`src/rtl/seg7_bus_if.sv`:
```
// seg7_bus_if: data-memory bus slice seen by the 7-segment scanner.
interface seg7_bus_if;
  logic [31:0] Address;
  logic [31:0] WriteData;
  logic [31:0] ReadData;
  logic        MemWrite;
  logic        MemRead;
  modport master (output Address, WriteData, MemWrite, MemRead, input ReadData);
  modport slave  (input Address, WriteData, MemWrite, MemRead, output ReadData);
endinterface

```
`src/rtl/seg7_scan_ctrl.sv`:
```
// seg7_scan_ctrl: memory-mapped 4-digit 7-segment scanner with hex decode, leading-zero blanking and DP mask.
module seg7_scan_ctrl #(
  parameter int          SCAN_DIV   = 3072,
  parameter logic [31:0] VALUE_ADDR = 32'h4000_0014,
  parameter logic [31:0] CTRL_ADDR  = 32'h4000_0018
) (
  input  logic        clk,
  input  logic        reset,
  seg7_bus_if.slave   bus,
  output logic [11:0] bcd7
);
  localparam int CW = (SCAN_DIV > 2) ? $clog2(SCAN_DIV) : 1;
  logic [15:0]   value;
  logic [7:0]    ctrl;
  logic [CW-1:0] cnt;
  logic [1:0]    digit;
  logic          sel_value, sel_ctrl, en, lzb, blank;
  logic [3:0]    nibble;
  logic [6:0]    hex;
  logic [11:0]   bcd7_next;
  logic          unused_wdata;
  assign sel_value    = bus.Address == VALUE_ADDR;
  assign sel_ctrl     = bus.Address == CTRL_ADDR;
  assign en           = ctrl[0];
  assign lzb          = ctrl[1];
  assign unused_wdata = &{1'b0, bus.WriteData[31:16]};
  always_comb begin
    bus.ReadData = !bus.MemRead ? 32'h0 :
                   sel_value    ? {16'h0, value} :
                   sel_ctrl     ? {24'h0, ctrl} : 32'h0;
  end
  always_ff @(posedge clk) begin
    if (reset) begin
      value <= '0;
      ctrl  <= '0;
    end else if (bus.MemWrite) begin
      if (sel_value) value <= bus.WriteData[15:0];
      if (sel_ctrl)  ctrl  <= bus.WriteData[7:0] & 8'hF3;
    end
  end
  always_ff @(posedge clk) begin
    if (reset || !en) begin
      cnt   <= '0;
      digit <= '0;
    end else if (cnt == CW'(SCAN_DIV - 1)) begin
      cnt   <= '0;
      digit <= digit + 2'd1;
    end else begin
      cnt   <= cnt + CW'(1);
    end
  end
  // A digit is blank when it and every more-significant nibble are zero.
  always_comb begin
    nibble = value[{digit, 2'b00} +: 4];
    blank  = lzb && (digit != 2'd0) && ((value >> {digit, 2'b00}) == 16'h0);
    case (nibble)
      4'h0: hex = 7'h3F;
      4'h1: hex = 7'h06;
      4'h2: hex = 7'h5B;
      4'h3: hex = 7'h4F;
      4'h4: hex = 7'h66;
      4'h5: hex = 7'h6D;
      4'h6: hex = 7'h7D;
      4'h7: hex = 7'h07;
      4'h8: hex = 7'h7F;
      4'h9: hex = 7'h6F;
      4'hA: hex = 7'h77;
      4'hB: hex = 7'h7C;
      4'hC: hex = 7'h39;
      4'hD: hex = 7'h5E;
      4'hE: hex = 7'h79;
      default: hex = 7'h71;
    endcase
    bcd7_next = en ? {4'b0001 << digit, ctrl[{1'b1, digit}], blank ? 7'h00 : hex} : 12'h000;
  end
  always_ff @(posedge clk) begin
    bcd7 <= reset ? 12'h000 : bcd7_next;
  end
endmodule

```
`src/flat_wrapper.sv`:
```
// flat-port wrapper written by rule: the top's interface ports become plain ports
module seg7_scan_ctrl_flat 
#(
  parameter int          SCAN_DIV   = 3072,
  parameter logic [31:0] VALUE_ADDR = 32'h4000_0014,
  parameter logic [31:0] CTRL_ADDR  = 32'h4000_0018
)
  (clk, reset, bcd7, bus_Address, bus_WriteData, bus_MemWrite, bus_MemRead, bus_ReadData);
  seg7_bus_if bus_i ();
  input  logic clk;
  input  logic reset;
  output logic [11:0] bcd7;
  input wire logic [$bits(bus_i.Address)-1:0] bus_Address;
  input wire logic [$bits(bus_i.WriteData)-1:0] bus_WriteData;
  input wire logic [$bits(bus_i.MemWrite)-1:0] bus_MemWrite;
  input wire logic [$bits(bus_i.MemRead)-1:0] bus_MemRead;
  output wire logic [$bits(bus_i.ReadData)-1:0] bus_ReadData;
  assign bus_i.Address = bus_Address;
  assign bus_i.WriteData = bus_WriteData;
  assign bus_i.MemWrite = bus_MemWrite;
  assign bus_i.MemRead = bus_MemRead;
  assign bus_ReadData = bus_i.ReadData;
  seg7_scan_ctrl #(.SCAN_DIV(SCAN_DIV), .VALUE_ADDR(VALUE_ADDR), .CTRL_ADDR(CTRL_ADDR)) u_core (.clk(clk), .reset(reset), .bus(bus_i), .bcd7(bcd7));
endmodule
```
`config.mk`:
```
export PLATFORM = sky130hd
export DESIGN_NAME = seg7_scan_ctrl_flat
export DESIGN_NICKNAME = d
export VERILOG_FILES = /design/src/rtl/seg7_bus_if.sv /design/src/rtl/seg7_scan_ctrl.sv /design/src/flat_wrapper.sv
export SDC_FILE = /design/constraint.sdc
export NUM_CORES = 1
export LEC_CHECK = 0
export ABC_AREA = 1
export CAP_MARGIN = 15
export CELL_PAD_IN_SITES_DETAIL_PLACEMENT = 1
export CELL_PAD_IN_SITES_GLOBAL_PLACEMENT = 1
export CORE_UTILIZATION = 30
export DETAILED_ROUTE_END_ITERATION = 6
export PLACE_DENSITY = 0.9
export RECOVER_POWER = 25
export SETUP_SLACK_MARGIN = 0.5
export SYNTH_ARGS = -nofsm -noshare
export SYNTH_HDL_FRONTEND = slang
export SYNTH_SLANG_ARGS = --single-unit
```
`constraint.sdc`:
```
create_clock -name clk -period 2.9 [get_ports clk]
set_input_delay 0.87 -clock clk [delete_from_list [all_inputs] [get_ports clk]]
set_output_delay 0.87 -clock clk [all_outputs]
set_load 0.1 [all_outputs]
```
== Word level (Yosys, flattened, before mapping) ==
Memory sizes are Yosys's and may differ from the RTL's. A register that Yosys moved wholly into a read port is not among the register bits.
Index checks and enable logic that the tools add are counted.
Widths: inputs -> output; s select.
Operators by class
  reduce and logical (&&, ||, !) cells: 11
  $mul: 0
  order comparisons: 1
  eq/ne operators: 3
  bitwise logic cells: 1
  div/mod/pow operators: 0
  add/sub/neg operators: 2
  shift operators: 3
  muxes and demuxes: 5
Operator list (number)
  $eq 32x31->1 const B: 2
  $mux 32: 2
  $logic_not 16->1: 1
  $shiftx 16x5->4: 1
  $shr 16x4->16: 1
  $add 12x1->12 const B: 1
  $eq 12x12->1 const B: 1
  $mux 8: 1
  $lt 3x4->1 const B: 1
  $reduce_and 2->1: 2
  $reduce_or 2->1: 2
  $shl 1x2->4 const A: 1
  $reduce_or 3->1: 1
  $add 2x1->2 const B: 1
  $bmux 1 s2: 1
  $logic_and 1x1->1: 2
  $reduce_bool 2->1: 1
  $logic_not 1->1: 1
  $logic_or 1x1->1: 1
  $mux 1: 1
  $not 1->1: 1
Storage, ports and cells
  output and inout port bits: 44
  memories kept: 1
  bits in latches: 0
  register bits: 41
  ROM bits: 112
  bits of input ports: 68
  bits in writable memories: 0
  logic and storage cells: 32
Memories
  (name not given): depth 16, bits a word 7, read ports 1, clocked after memory_dff 1, wr ports 0, line seg7_scan_ctrl.sv:56  | case (nibble)

== Logic depth before layout (Yosys ltp) ==
Gate-level depths: netlist of the first run.
  depth in word-level cells: 4
  gate-level depth with buffers: 15
  gate-level depth less buffers: 14

== Worst setup path before layout of the first run ==
Ideal clock, no wire load.
  kind: input port to output port
  start: in bus_Address[15]
  end: out bus_ReadData[10]
  arrival: 3539 ps
  data required time: 2030 ps
  path buffers: 0
  setup slack: -1509 ps
  stages: 7
  path through: nor2_1 -> nand2_1 -> nor2_1 -> nand2_2 -> nor2_4 -> inv_2 -> nor3_1
Between the ends
  longest elaborated chain between the ends: 3
RTL lines
  start: declaration: line flat_wrapper.sv:13  | input wire logic [$bits(bus_i.Address)-1:0] bus_Address;
  $eq 32x31->1: line seg7_scan_ctrl.sv:22  | assign sel_value = bus.Address == VALUE_ADDR;
  $mux 32: line seg7_scan_ctrl.sv:29  | sel_value ? {16'h0, value} :
  $mux 32: line seg7_scan_ctrl.sv:28  | bus.ReadData = !bus.MemRead ? 32'h0 :
  end: declaration: line flat_wrapper.sv:17  | output wire logic [$bits(bus_i.ReadData)-1:0] bus_ReadData;
No other way between the ends.

== Final worst setup path of the first run ==
  start: in bus_Address[16]
  end: out bus_ReadData[1]
Between the ends
  longest elaborated chain between the ends: 4
  elaborated cells between the ends (all ways): 5
  classes of those cells: eq/ne (2); mux (3)
RTL lines
  $eq 32x31->1: line seg7_scan_ctrl.sv:23  | assign sel_ctrl = bus.Address == CTRL_ADDR;
  $mux 8: line seg7_scan_ctrl.sv:30  | sel_ctrl ? {24'h0, ctrl} : 32'h0;
  $mux 32 *: line seg7_scan_ctrl.sv:29
  $mux 32 *: line seg7_scan_ctrl.sv:28
Mark *: on every way between the ends. The rest lies on a longest branch, timed or not.

==> results of run 1 <==
==> cells in the mapped netlist <==
library cell / count
inv_2: 3
xor2_1: 5
buf_1: 3
o21ai_0: 3
o21ai_4: 1
nand3b_1: 1
or2_0: 1
nand2_1: 115
nor2_4: 2
nor3_4: 1
buf_6: 4
conb_1: 1
o21ai_1: 3
nand2_2: 9
nor2_1: 78
a21oi_2: 1
clkbuf_1: 5
nand3_2: 2
nand3_4: 1
nand3_1: 49
inv_1: 52
buf_2: 1
dfxtp_1: 48
buf_4: 19
nand4_1: 3
ha_1: 9
o21ai_2: 2
a21oi_1: 33
nor3_1: 12
nand2_4: 1
nor2_2: 1
==> sequential cells by signal (all words and copies together), names as in the netlist <==
signal and count:
u_core.value 16, u_core.bcd7 12, u_core.cnt 12, u_core.ctrl 6
u_core.digit 2
==> cell families (layout without fill, tap and decap cells) <==
group,Yosys count,in the layout
AOI/OAI and AO/OA,43,43
xor gates and xnor gates,5,5
adders and majority gates,9,9
buffers and inverters,87,174
DFF,48,48
other,1,16
and+or+nand+nor,276,276
==> routing by layer <==
| metal | vias to the layer above | part of all wire (%) | wire (microns) | GRT usage, % |
|---|---|---|---|---|
| li1 | 1639 | - | - | - |
| met1 | 1618 | 35 | 3920 | 20.1 |
| met2 | 118 | 57 | 6350 | 41.7 |
| met3 | 32 | 4.3 | 478 | 3.21 |
| met4 | 0 | 3.5 | 386 | 5.71 |
| met5 | - | 0 | 0 | 0 |
==> per-stage QoR <==
stage	setup TNS [ns]	hold WS, ns
floorplan	-2.89	0.417
global placement	-8.81	0.428
detailed placement	-9.02	0.448
CTS	-1.53	0.465
global route	-2.77	0.495
finish	-1.89	0.460
==> worst paths after layout <==
path                   startpoint         endpoint  slack (ns)  depth (start not counted)
setup / recovery  bus_Address[16]  bus_ReadData[1]       -0.20                         11
hold reg to reg     u_core.cnt[0]    u_core.cnt[0]        0.46                          1
setup reg to reg  u_core.digit[0]   u_core.bcd7[1]        0.77                         15
hold / removal      u_core.cnt[0]    u_core.cnt[0]        0.46                          1
==> where the power goes <==
part | switching (W) | total (W) | internal, W
clock | 0.000231 | 0.000422 | 0.000191
combinational | 0.000178 | 0.000274 | 0.0000962
sequential | 0.000000000000181 | 0.000658 | 0.000658
total | 0.000409 | 0.00135 | 0.000945
==> worst reg2reg max path: stages, from the launching register on <==
cell and delay [ns]:
dfxtp_1 0.34, buf_4 0.21, inv_2 0.15, nand2_1 0.10
nand3_1 0.11, nand2_2 0.18, ha_1 0.17, inv_1 0.05
nor2_1 0.09, nand2_1 0.08, nor2_1 0.09, nand3_1 0.09
nand2_1 0.07, nand2_1 0.15, nand2_1 0.12, inv_1 0.04
==> cell type report <==
class / instances / share of cell area [%]
repair buffers: 112 / 25.5
flip-flops and latches: 48 / 19.5
well taps: 133 / 3.37
clock buffers: 6 / 1.67
clock inverters: 1 / 0.177
inverters: 55 / 4.59
multi-input cells: 349 / 45.2
==> repair_timing <==
action	in CTS	in global routing
hold buffers	0	0
setup buffers	12	2
gates cloned	0	1
pin swaps	58	40
hold endpoints to repair	0	0
gates resized for setup	170	88
setup endpoints to repair	16	45
==> reports/summary.txt, run 1 <==
Vias per inst = 4.84
Via count = 3407
Placed cells = 682
Commonest cells after routing, fill and taps aside = nand2_1 (82), inv_1 (49), dfxtp_1 (48)
Boundary Pins = 112
CTS tree = done
Relative slew slack = 21.6%
Design area = 4940 sq um
Share of cells above drive strength 1 = 37.5%
Core Region = 9730 sq um
Worst-path cell chain = buf_6 > nor2_2 > nand2_1 > nor2_4 > nand2_4 > nor2_4 > buf_12 > buf_12 > nand2_4 > a21oi_4 > buf_12
PwrDens = 274 nW/um^2
Number of global-route vias before repair = 3550
Fill count = 1194
CTS root buf = clkbuf_8
Area Growth Syn to Fin = 64.5%
IR drop worst, VDD = 0.000166 V
Clock sink total = 48
Largest net degree at the start of global routing = 45
Achievable Freq = 323 MHz
Synth warnings = 0
Final std cells w/o fill = 704
Largest cells by area after synthesis = dfxtp_1 (32%), nand2_1 (14%), nor2_1 (9.8%)
Total CTS buffers = 5
CP most frequent cell = buf_12
Largest family of logic cells by synthesized area = simple AND/OR/NAND/NOR gates
Gr ovfl total = 0
Fin util = 50.7%
Final worst slack = -0.197 ns
# rows = 36
Sequential area share after synthesis = 32.0%
Worst Path Buf+Inv = 4
Die span in y = 102 microns
Die area = 10400 sq um
Synth Area in Compound Gates = 7.92%
Most common cell after layout, fill and taps aside = nand2_1
Max_cap viols = 0
Post-synthesis instance area = 3000 sq um
Crit path max-delay family = simple AND/OR/NAND/NOR gates
Post-route minimum period = 3.10 ns
Crit-path max cell delay = 0.19 ns
Drt pass-1 iters = 4
Initial core utilization = 30.8%
IO buf count = 79
H-tree Lvls = 2
Final period utilization = 107%
Longest Clk Path Bufs = 2
Mux contribution to synthesized area = 0%
Final-stage net count = 648
Global-route wire length before repair = 16.4 mm
Crit start category = input pin
Routed WL = 11.1 mm
Die width = 102 microns
Routability cong. = 0.793
Placed Area = 4360 sq um
CTS clk-pin slew, worst paths = 0.08 ns
Violated checks = negative setup slack
Wire per inst = 15.8 microns
Synth top area share = 32.0%
Final hold viol count = 0
Tightest Hold Check Type = reg -> reg
Antenna-violating nets left = 0
Worst setup EP type = primary output
Clk_lat worst skew = 0.31 ns
FF/Latch Area = 961 sq um
DP HPWL = 7.29 mm
Slew @ Worst Pin = 1.18 ns
Tot Pwr = 0.00135 W
First-iteration detailed-routing DRC count = 97
Post-Synth Simple-Gate Area = 40.4%
CP required = 2.03 ns
DRC errors left = 0
Initial antenna violation count = 0
Final setup fails = 16
RSZ-0062 raised after global routing = true
Leading area contributor after synthesis = dfxtp_1
Final Max Tran Viols = 0
Pleak = 2.06 nW
Critical Path AT = 2.23 ns
Yosys reg bits = 48
XOR/XNOR Fraction of Synth Area = 1.46%
Critical-path top delay cell = buf_12
Worst-path fanout max = 8
Kind of critical path = in -> out
Gr usage total = 20.1%
Synth cell types = 31
Syn_area_per_cell = 6.40 sq um
Status = complete, but fails checks
Multi-input logic area = 2230 sq um
Cells after synthesis = 469
Clock Skew = 0.0138 ns
Post-Synth Adder-Cell Area = 3.75%
Setup Slack @ Placement = -0.601 ns
Antenna diode count = 0
No activity file was read; power rests on OpenSTA's default activity.
==> inputs of run 2 (changes only) <==
Settings changed: SLEW_MARGIN from default to 10.
==> results of run 2 <==
The final DEF is identical to that of run 1; final timing and power are the same.
